<file path="src/rtl/tlul_host_rob_pkg.sv">
`default_nettype none
// ============================================================================
// Module      : tlul_host_rob_pkg
// Description : Shared types for the reordering TL-UL host adapter: TL-UL
//               channel structs, opcodes, slot state and slot record, and a
//               small integrity-code helper.
// Revision    : 1.0 - initial release
// ============================================================================
package tlul_host_rob_pkg;

  localparam int TL_AIW = 8;
  localparam int TL_AW  = 32;
  localparam int TL_DW  = 32;
  localparam int TL_DBW = 4;

  localparam logic [3:0] MuBi4True  = 4'h6;
  localparam logic [3:0] MuBi4False = 4'h9;

  typedef enum logic [2:0] {
    PutFullData    = 3'h0,
    PutPartialData = 3'h1,
    Get            = 3'h4
  } tl_a_op_e;

  typedef enum logic [2:0] {
    AccessAck     = 3'h0,
    AccessAckData = 3'h1
  } tl_d_op_e;

  typedef struct packed {
    logic [3:0] instr_type;
    logic [6:0] cmd_intg;
    logic [6:0] data_intg;
  } tl_a_user_t;

  typedef struct packed {
    logic              a_valid;
    tl_a_op_e          a_opcode;
    logic [2:0]        a_param;
    logic [1:0]        a_size;
    logic [TL_AIW-1:0] a_source;
    logic [TL_AW-1:0]  a_address;
    logic [TL_DBW-1:0] a_mask;
    logic [TL_DW-1:0]  a_data;
    tl_a_user_t        a_user;
    logic              d_ready;
  } tl_h2d_t;

  typedef struct packed {
    logic              d_valid;
    tl_d_op_e          d_opcode;
    logic [TL_AIW-1:0] d_source;
    logic [TL_DW-1:0]  d_data;
    logic              d_error;
    logic              a_ready;
  } tl_d2h_t;

  typedef enum logic [1:0] {
    SlotFree = 2'd0,
    SlotPend = 2'd1,
    SlotDone = 2'd2
  } slot_state_e;

  typedef struct packed {
    slot_state_e      state;
    logic [TL_DW-1:0] rdata;
    logic             err;
  } slot_t;

  // 7-bit integrity code: bit k is the XOR of every input bit whose index is
  // congruent to k modulo 7. Callers zero-extend their payload to 57 bits.
  function automatic logic [6:0] intg7(input logic [56:0] d);
    logic [6:0] c;
    c = '0;
    for (int i = 0; i < 57; i++) begin
      c[3'(i % 7)] = c[3'(i % 7)] ^ d[i];
    end
    return c;
  endfunction

endpackage
`default_nettype wire

</file>
<file path="src/rtl/tlul_host_rob_if.sv">
`default_nettype none
// ============================================================================
// Module      : tlul_host_rob_if
// Description : Bundle of the core-side request/response signals and the
//               TL-UL host port of the reordering adapter.
// Revision    : 1.0 - initial release
// ============================================================================
interface tlul_host_rob_if;
  import tlul_host_rob_pkg::*;

  logic        req_i;
  logic        gnt_o;
  logic [31:0] addr_i;
  logic        we_i;
  logic [31:0] wdata_i;
  logic [3:0]  be_i;
  logic [3:0]  instr_type_i;
  logic        valid_o;
  logic [31:0] rdata_o;
  logic        err_o;
  logic        busy_o;
  logic        spurious_o;
  tl_h2d_t     tl_o;
  tl_d2h_t     tl_i;

  // Adapter view
  modport slave (
    input  req_i, addr_i, we_i, wdata_i, be_i, instr_type_i, tl_i,
    output gnt_o, valid_o, rdata_o, err_o, busy_o, spurious_o, tl_o
  );

  // Environment view (core plus crossbar)
  modport master (
    output req_i, addr_i, we_i, wdata_i, be_i, instr_type_i, tl_i,
    input  gnt_o, valid_o, rdata_o, err_o, busy_o, spurious_o, tl_o
  );
endinterface
`default_nettype wire

</file>
<file path="src/rtl/tlul_host_rob_slots.sv">
`default_nettype none
// ============================================================================
// Module      : tlul_host_rob_slots
// Description : Slot table, issue/retire pointers and in-order retire logic
//               of the reordering TL-UL host adapter.
// Revision    : 1.0 - initial release
// ============================================================================
module tlul_host_rob_slots
  import tlul_host_rob_pkg::*;
#(
  parameter int   MaxReqs = 4,
  parameter int   SrcW    = 2,
  parameter logic Bypass  = 1'b1
) (
  input  logic            clk_i,
  input  logic            rst_ni,
  input  logic            issue,
  output logic [SrcW-1:0] iptr,
  output logic            iptr_free,
  input  logic [SrcW-1:0] lk_idx,
  output logic            lk_pend,
  input  logic            wr_en,
  input  logic [SrcW-1:0] wr_idx,
  input  logic [31:0]     wr_data,
  input  logic            wr_err,
  output logic            valid,
  output logic [31:0]     rdata,
  output logic            err,
  output logic            busy
);

  // Table is sized to the full index range so any pointer value is a legal
  // index; entries at or above MaxReqs are never allocated.
  localparam int              Depth   = 1 << SrcW;
  localparam logic [SrcW-1:0] LastIdx = SrcW'(MaxReqs - 1);

  slot_t           slots [Depth];
  logic [SrcW-1:0] rptr;
  logic            head_done;
  logic            bypass_hit;

  function automatic logic [SrcW-1:0] ptr_next(input logic [SrcW-1:0] p);
    return (p == LastIdx) ? '0 : p + 1'b1;
  endfunction

  // Head-of-queue retire selection and table status lookups
  always_comb begin
    head_done  = (slots[rptr].state == SlotDone);
    bypass_hit = Bypass && wr_en && (wr_idx == rptr);
    valid      = head_done | bypass_hit;
    rdata      = '0;
    err        = 1'b0;
    if (head_done) begin
      rdata = slots[rptr].rdata;
      err   = slots[rptr].err;
    end else if (bypass_hit) begin
      rdata = wr_data;
      err   = wr_err;
    end
    iptr_free = (slots[iptr].state == SlotFree);
    lk_pend   = (slots[lk_idx].state == SlotPend);
    busy      = 1'b0;
    for (int i = 0; i < Depth; i++) begin
      if (slots[i].state != SlotFree) busy = 1'b1;
    end
  end

  // Slot state updates; retire is applied last so a bypassed beat frees
  // its slot directly instead of parking it in DONE.
  always_ff @(posedge clk_i) begin
    if (!rst_ni) begin
      for (int i = 0; i < Depth; i++) begin
        slots[i] <= '{state: SlotFree, rdata: '0, err: 1'b0};
      end
      iptr <= '0;
      rptr <= '0;
    end else begin
      if (issue) begin
        slots[iptr].state <= SlotPend;
        iptr              <= ptr_next(iptr);
      end
      if (wr_en) begin
        slots[wr_idx] <= '{state: SlotDone, rdata: wr_data, err: wr_err};
      end
      if (valid) begin
        slots[rptr].state <= SlotFree;
        rptr              <= ptr_next(rptr);
      end
    end
  end

endmodule
`default_nettype wire

</file>
<file path="src/rtl/tlul_host_rob.sv">
`default_nettype none
// ============================================================================
// Module      : tlul_host_rob
// Description : TL-UL host adapter for a core memory port with up to MaxReqs
//               outstanding requests; out-of-order device responses are
//               retired to the core in issue order.
// Revision    : 1.0 - initial release
// ============================================================================
module tlul_host_rob
  import tlul_host_rob_pkg::*;
#(
  parameter int                     MaxReqs = 4,
  parameter int                     SrcW    = (MaxReqs > 1) ? $clog2(MaxReqs) : 1,
  parameter logic [TL_AIW-SrcW-1:0] SrcBase = '0,
  parameter logic                   Bypass  = 1'b1
) (
  input  logic            clk_i,
  input  logic            rst_ni,
  tlul_host_rob_if.slave  bus
);

  logic [SrcW-1:0] iptr;
  logic            iptr_free;
  logic            a_valid;
  tl_a_op_e        a_opcode;
  logic [31:0]     a_address;
  logic [SrcW-1:0] d_idx;
  logic            d_base_ok;
  logic            d_in_range;
  logic            lk_pend;
  logic            accept;
  logic [31:0]     d_data_kept;
  logic            unused_addr_lsb;

  // Word-aligned address: the byte offset is carried by the mask only
  assign unused_addr_lsb = ^bus.addr_i[1:0];
  assign a_address       = {bus.addr_i[31:2], 2'b00};

  // Issue only into a slot that is FREE in registered state
  assign a_valid   = bus.req_i & iptr_free;
  assign bus.gnt_o = a_valid & bus.tl_i.a_ready;

  // Opcode from write enable and byte-enable coverage
  always_comb begin
    a_opcode = Get;
    if (bus.we_i) begin
      a_opcode = (bus.be_i == 4'hf) ? PutFullData : PutPartialData;
    end
  end

  // A-channel encode with command and data integrity
  always_comb begin
    bus.tl_o                   = '0;
    bus.tl_o.a_valid           = a_valid;
    bus.tl_o.a_opcode          = a_opcode;
    bus.tl_o.a_param           = 3'd0;
    bus.tl_o.a_size            = 2'd2;
    bus.tl_o.a_source          = {SrcBase, iptr};
    bus.tl_o.a_address         = a_address;
    bus.tl_o.a_mask            = bus.be_i;
    bus.tl_o.a_data            = bus.wdata_i;
    bus.tl_o.a_user.instr_type = bus.instr_type_i;
    bus.tl_o.a_user.cmd_intg   = intg7(57'({bus.instr_type_i, a_address, a_opcode, bus.be_i}));
    bus.tl_o.a_user.data_intg  = intg7(57'(bus.wdata_i));
    bus.tl_o.d_ready           = 1'b1;
  end

  // D-channel match: right source base, slot index in use and PEND
  assign d_idx       = bus.tl_i.d_source[SrcW-1:0];
  assign d_base_ok   = (bus.tl_i.d_source[TL_AIW-1:SrcW] == SrcBase);
  assign d_in_range  = ({1'b0, d_idx} < (SrcW+1)'(MaxReqs));
  assign accept      = bus.tl_i.d_valid & d_base_ok & d_in_range & lk_pend;
  assign bus.spurious_o = bus.tl_i.d_valid & ~accept;
  assign d_data_kept = (bus.tl_i.d_opcode == AccessAckData) ? bus.tl_i.d_data : '0;

  tlul_host_rob_slots #(
    .MaxReqs (MaxReqs),
    .SrcW    (SrcW),
    .Bypass  (Bypass)
  ) u_slots (
    .clk_i     (clk_i),
    .rst_ni    (rst_ni),
    .issue     (bus.gnt_o),
    .iptr      (iptr),
    .iptr_free (iptr_free),
    .lk_idx    (d_idx),
    .lk_pend   (lk_pend),
    .wr_en     (accept),
    .wr_idx    (d_idx),
    .wr_data   (d_data_kept),
    .wr_err    (bus.tl_i.d_error),
    .valid     (bus.valid_o),
    .rdata     (bus.rdata_o),
    .err       (bus.err_o),
    .busy      (bus.busy_o)
  );

endmodule
`default_nettype wire
</file>
<file path="src/flat_wrapper.sv">
// flat-port wrapper written by rule: the top's interface ports become plain ports
module tlul_host_rob_flat import tlul_host_rob_pkg::*;
#(
  parameter int                     MaxReqs = 4,
  parameter int                     SrcW    = (MaxReqs > 1) ? $clog2(MaxReqs) : 1,
  parameter logic [TL_AIW-SrcW-1:0] SrcBase = '0,
  parameter logic                   Bypass  = 1'b1
)
  (clk_i, rst_ni, bus_req_i, bus_addr_i, bus_we_i, bus_wdata_i, bus_be_i, bus_instr_type_i, bus_tl_i, bus_gnt_o, bus_valid_o, bus_rdata_o, bus_err_o, bus_busy_o, bus_spurious_o, bus_tl_o);
  tlul_host_rob_if bus_i ();
  input  logic clk_i;
  input  logic rst_ni;
  input wire logic [$bits(bus_i.req_i)-1:0] bus_req_i;
  input wire logic [$bits(bus_i.addr_i)-1:0] bus_addr_i;
  input wire logic [$bits(bus_i.we_i)-1:0] bus_we_i;
  input wire logic [$bits(bus_i.wdata_i)-1:0] bus_wdata_i;
  input wire logic [$bits(bus_i.be_i)-1:0] bus_be_i;
  input wire logic [$bits(bus_i.instr_type_i)-1:0] bus_instr_type_i;
  input wire logic [$bits(bus_i.tl_i)-1:0] bus_tl_i;
  output wire logic [$bits(bus_i.gnt_o)-1:0] bus_gnt_o;
  output wire logic [$bits(bus_i.valid_o)-1:0] bus_valid_o;
  output wire logic [$bits(bus_i.rdata_o)-1:0] bus_rdata_o;
  output wire logic [$bits(bus_i.err_o)-1:0] bus_err_o;
  output wire logic [$bits(bus_i.busy_o)-1:0] bus_busy_o;
  output wire logic [$bits(bus_i.spurious_o)-1:0] bus_spurious_o;
  output wire logic [$bits(bus_i.tl_o)-1:0] bus_tl_o;
  assign bus_i.req_i = bus_req_i;
  assign bus_i.addr_i = bus_addr_i;
  assign bus_i.we_i = bus_we_i;
  assign bus_i.wdata_i = bus_wdata_i;
  assign bus_i.be_i = bus_be_i;
  assign bus_i.instr_type_i = bus_instr_type_i;
  assign bus_i.tl_i = bus_tl_i;
  assign bus_gnt_o = bus_i.gnt_o;
  assign bus_valid_o = bus_i.valid_o;
  assign bus_rdata_o = bus_i.rdata_o;
  assign bus_err_o = bus_i.err_o;
  assign bus_busy_o = bus_i.busy_o;
  assign bus_spurious_o = bus_i.spurious_o;
  assign bus_tl_o = bus_i.tl_o;
  tlul_host_rob #(.MaxReqs(MaxReqs), .SrcW(SrcW), .SrcBase(SrcBase), .Bypass(Bypass)) u_core (.clk_i(clk_i), .rst_ni(rst_ni), .bus(bus_i));
endmodule
</file>
<file path="config.mk">
export PLATFORM = sky130hd
export DESIGN_NAME = tlul_host_rob_flat
export DESIGN_NICKNAME = d
export VERILOG_FILES = /design/src/rtl/tlul_host_rob_pkg.sv /design/src/rtl/tlul_host_rob_if.sv /design/src/rtl/tlul_host_rob_slots.sv /design/src/rtl/tlul_host_rob.sv /design/src/flat_wrapper.sv
export SDC_FILE = /design/constraint.sdc
export NUM_CORES = 1
export LEC_CHECK = 0
export BUFFER_PORTS_ARGS = -buffer_cell sky130_fd_sc_hd__buf_4
export CAP_MARGIN = 15
export CORE_UTILIZATION = 46
export CTS_CLUSTER_SIZE = 24
export DETAILED_ROUTE_END_ITERATION = 10
export PLACE_DENSITY = 0.77
export SYNTH_ARGS = -nofsm -noshare
export SYNTH_HDL_FRONTEND = slang
export SYNTH_SLANG_ARGS = --single-unit
</file>
<file path="constraint.sdc">
create_clock -name clk_i -period 2.5 [get_ports clk_i]
set_input_delay 0.25 -clock clk_i [delete_from_list [all_inputs] [get_ports clk_i]]
set_output_delay 0.25 -clock clk_i [all_outputs]
set_load 0.005 [all_outputs]
</file>
Yosys cells after proc, flatten, opt, wreduce, memory -nomap -nowiden --
Memory sizes are Yosys's and may differ from the RTL's. A register that Yosys moved wholly into a read port is not among the register bits. Index checks and enable logic that the tools add are counted.
Storage, ports and cells: bits in registers 4, bits in writable memories 140, bits of input ports 122, output and inout port bits 141, logic and storage cells 100, memories kept 1
Operators by class: add/subtract/negate cells 2, equality and inequality tests 7, muxes and demuxes 36, bitwise gates (word level) 42, reductions and logical operators 10
Memories:
- u_core.u_slots.slots | depth 4, width 35, read ports 7, clocked after Yosys merged registers in 2, write ports 4, RTL line tlul_host_rob_slots.sv:37 | slot_t slots [Depth];
Operators with widths (count):
- two-way mux 35 bit | 3
- OR reduction 35 bit | 3
- two-way mux 32 bit | 3
- bitwise XOR 1 bit | 35
- two-way mux 2 bit | 11
- two-way mux 1 bit | 18
- nonzero test 2 bit | 4
- == test 2 bit (second input constant) | 3
- logical NOT 6 bit | 1
- AND 1 bit | 5
- adder 2 x 1 -> 2 bit (second input constant) | 2
- == test 4 bit (second input constant) | 1
- == test 3 x 1 -> 1 bit (second input constant) | 1
- two-way mux 3 bit | 1
- == test 2 x 1 -> 1 bit (second input constant) | 1
- == test 2 bit | 1
- logical NOT 2 bit | 1
- logical AND 1 bit | 1
- inverter 1 bit | 1
- bitwise OR 1 bit | 1

Logic depth before layout (Yosys ltp) --
word-level depth 10, gate-level depth with buffers 6, gate-level depth less buffers 4

By module --
From an unflattened synthesis, not the netlist that was laid out.
Unflattened totals: cell total of the unflattened synthesis 617, area total of the unflattened synthesis 8164.1 um^2
By module, submodules not included:
- tlul_host_rob_slots | instances 1, cells an instance 452, area each 6797.8 um^2, seq. area each 4284.1 um^2
- tlul_host_rob | instances 1, cells an instance 165, area each 1366.3 um^2, seq. area each 0.0 um^2

Worst setup path before layout --
Ideal clock, no wire load.
path kind input to register, from input rst_ni, to memory u_core.u_slots.slots[3][0] in the netlist's numbering, enable pin, library setup time 0.391 ns, arrival time 1.974 ns, data required time 2.109 ns, setup slack 0.135 ns, stages 5, buffers on the path 2, cells stage by stage clkbuf_1 -> nor4bb_1 -> clkbuf_1 -> nand4_1 -> nand2_1
RTL lines:
- start: declaration | RTL line flat_wrapper.sv:12 | input logic rst_ni;
- end: declaration | RTL line tlul_host_rob_slots.sv:37

==> impl_metrics.json <==
{
  "power.density_nw_per_um2": 593.2,
  "p_leak_uw": 0.003678,
  "cts_buffer_depth": 2,
  "crit_arrival_ps": 2530,
  "coreArea_um2": 16640,
  "met1_length_um": 6810,
  "route.met3.wl_um": 1244,
  "critPathMaxStageDelay_ps": 690,
  "ys_warn_count": 0,
  "pin_count": 263,
  "slowest_stage": "or4b_4",
  "r2r-end": "u_core.u_slots.slots[2][26]",
  "path_clk_slew_ps": 60,
  "antenna_cells": 0,
  "cap_viol_max_count": 0,
  "holdPathEnd": "u_core.u_slots.iptr[1]",
  "area_growth_pct": 25.07,
  "stdcell_count": 1025,
  "cts_buffers": 17,
  "mostFrequentLayoutCells": "buf_4 (202), nor2_1 (137), edfxtp_1 (132)",
  "synth_area_per_cell_um2": 11.85,
  "async_flop_share_pct": 0,
  "finalHoldViolations": 0,
  "cp_cell_sequence": "nor2b_1 -> mux4_2 -> or4b_4 -> buf_12 -> o21ai_4 -> buf_6",
  "drive_above_1_share_pct": 40.99,
  "ant_nets": 0,
  "grt.total_usage_pct": 21.16,
  "firstDrtPassIters": 5,
  "yosysUniqueCellTypes": 47,
  "finalSetupViolations": 33,
  "portBuffers": 185,
  "die-width_um": 132.7,
  "top_layer": "met4",
  "routed-wl-met2_um": 9804,
  "drt_iter0_drc": 425,
  "critPathBufInv": 2,
  "design.die.area_um2": 17600,
  "clock-sinks": 148,
  "htree_levels": 4,
  "period_needed_ps": 2780,
  "violations": "setup timing",
  "setup_ws_ps": -279.7,
  "wl_per_cell_um": 17.74,
  "layout_commonest_cell": "buf_4",
  "status": "complete, but fails checks",
  "drc": 0,
  "die_h_um": 132.7,
  "cp-start-kind": "register",
  "finalMaxSlewViolations": 0,
  "regToRegSetupSlack_ps": 610,
  "tightest_slew_ps": 681.7,
  "synth_ff_type": "edfxtp_1",
  "syn_inst": 663,
  "grt_pass1_vias": 5433,
  "nets": 919,
  "grt_first_pass_wirelength_um": 28230,
  "ys_seq_elements": 148,
  "rsz0062_at_grt": "true",
  "synth_area_um2": 7855,
  "crit_type": "register to output pin",
  "vias": 5434,
  "relSlewSlack_pct": 54.56,
  "crit_family": "simple AND/OR/NAND/NOR gates",
  "ir_worst_vdd_v": 0.0005585,
  "routed_via_density": 5.301,
  "routabilityCongestion": 0.7862,
  "cp_max_fo": 8,
  "place_area_um2": 9017,
  "fmax_mhz": 359.7,
  "clockRootBuffer": "clkbuf_16",
  "skew_ps": 7.634,
  "core.rowCount": 47,
  "placedCellCount": 987,
  "grt_max_degree": 35,
  "min-delay-start": "bus_req_i",
  "endpoint_kind": "output pin",
  "hold_path_class": "primary input to register",
  "start_util_pct": 47.20,
  "grt_overflow": 0,
  "dp.final_hpwl_um": 11420,
  "cts_hold_buf": 0,
  "fin_area_um2": 9824,
  "cts_tree": "built",
  "crit_required_ps": 2250,
  "wl_um": 18190,
  "finalPower_uw": 5828,
  "hold_path_depth": 3,
  "insertion_delay_ps": 420,
  "antenna_found_initial": 0,
  "seq_area_frac_synth_pct": 54.54,
  "worstRegToRegCells": 5,
  "regToRegStartpoint": "u_core.u_slots.slots[2][34]",
  "synth_edf_count": 132,
  "timing.final.crit_share_pct": 111.2
}
## routing by layer
layer | GRT usage [%] | up-vias
li1 | - | 2481
met1 | 24.56 | 2675
met2 | 38.68 | 247
met3 | 4.521 | 31
met4 | 6.960 | 0
met5 | 0 | -
## Yosys cell counts (all sizes together) (5+ instances only)
cell type | number | share of area (%)
dfxtp | 16 | 4.1
ha | 5 | 0.80
xnor2 | 32 | 3.6
clkbuf | 26 | 1.2
nor2 | 137 | 6.5
inv | 8 | 0.38
nand2 | 75 | 3.6
edfxtp | 132 | 50
xor2 | 5 | 0.56
mux4 | 35 | 10
buf | 100 | 9.6
o21ai | 33 | 3.5
## state kept, by name, summed over array words and instances (netlist names), named ones only
name and count:
u_core.u_slots.rptr 2, u_core.u_slots.iptr 2, u_core.u_slots.slots 140
## tightest hold or removal path, cell delays in order
cell and delay [ps]:
buf_4 130, nand4_1 80, a21oi_1 70
## worst max path at each step
stage | start | to | slack [ps] | cells past startpoint
CTS | u_core.u_slots.slots[1][34] | bus_rdata_o[24] | -250 | 6
global placement | u_core.u_slots.slots[3][34] | bus_rdata_o[1] | 140 | 6
global route | u_core.u_slots.slots[3][34] | bus_rdata_o[6] | -330 | 6
floorplan | rst_ni | u_core.u_slots.slots[3][0] | 140 | 5
finish | u_core.u_slots.slots[2][34] | bus_rdata_o[6] | -280 | 6
detailed placement | u_core.u_slots.slots[3][34] | bus_rdata_o[24] | 120 | 6
## kinds of logic after synthesis
logic type	Yosys count	synth area share, %
simple gates	244	13.25
mux	37	10.29
buf+inv	134	11.18
flops	148	54.54
fa+ha+maj	5	0.7964
xor+xnor	37	4.126
compound gates	56	5.718
other cells	2	0.09561
## layout make-up
| type | instances | area, um2 |
|---|---|---|
| fill | 1294 | 6818 |
| sequential | 148 | 4293 |
| multi-input combinational | 400 | 2892 |
| timing repair buffer | 217 | 1759 |
| clock buffer | 21 | 440.4 |
| tap | 220 | 275.3 |
| clock inverter | 11 | 135.1 |
| inverter | 8 | 30.03 |
## report_power, final
group	switching [uW]	leakage, uW	total (uW)	internal, uW
Combinational	246	0.00191	548	302
Clock	940	0.000274	2490	1550
Sequential	25.4	0.00150	2790	2760
Total	1210	0.00368	5830	4620
## what timing repair did
item,CTS,global route
resized for setup,19,14
cloned,1,1
buffers inserted,3,1
pin swaps,19,8
endpoints found under the setup margin,34,34
endpoints found under the hold margin,0,0
## stage by stage
stage               setup TNS, ps  worst slack (ps)  util (%)  hold WS [ps]
floorplan                       0             135.1         -         424.9
global placement                0             142.2     54.18         478.8
detailed placement              0             122.6     54.18         488.5
CTS                         -7265            -251.2     58.40         163.6
global route                -9567            -326.7     59.03         179.9
finish                      -7516            -279.7     59.03         166.0
Note: power is estimated with default switching activity, not from simulation.
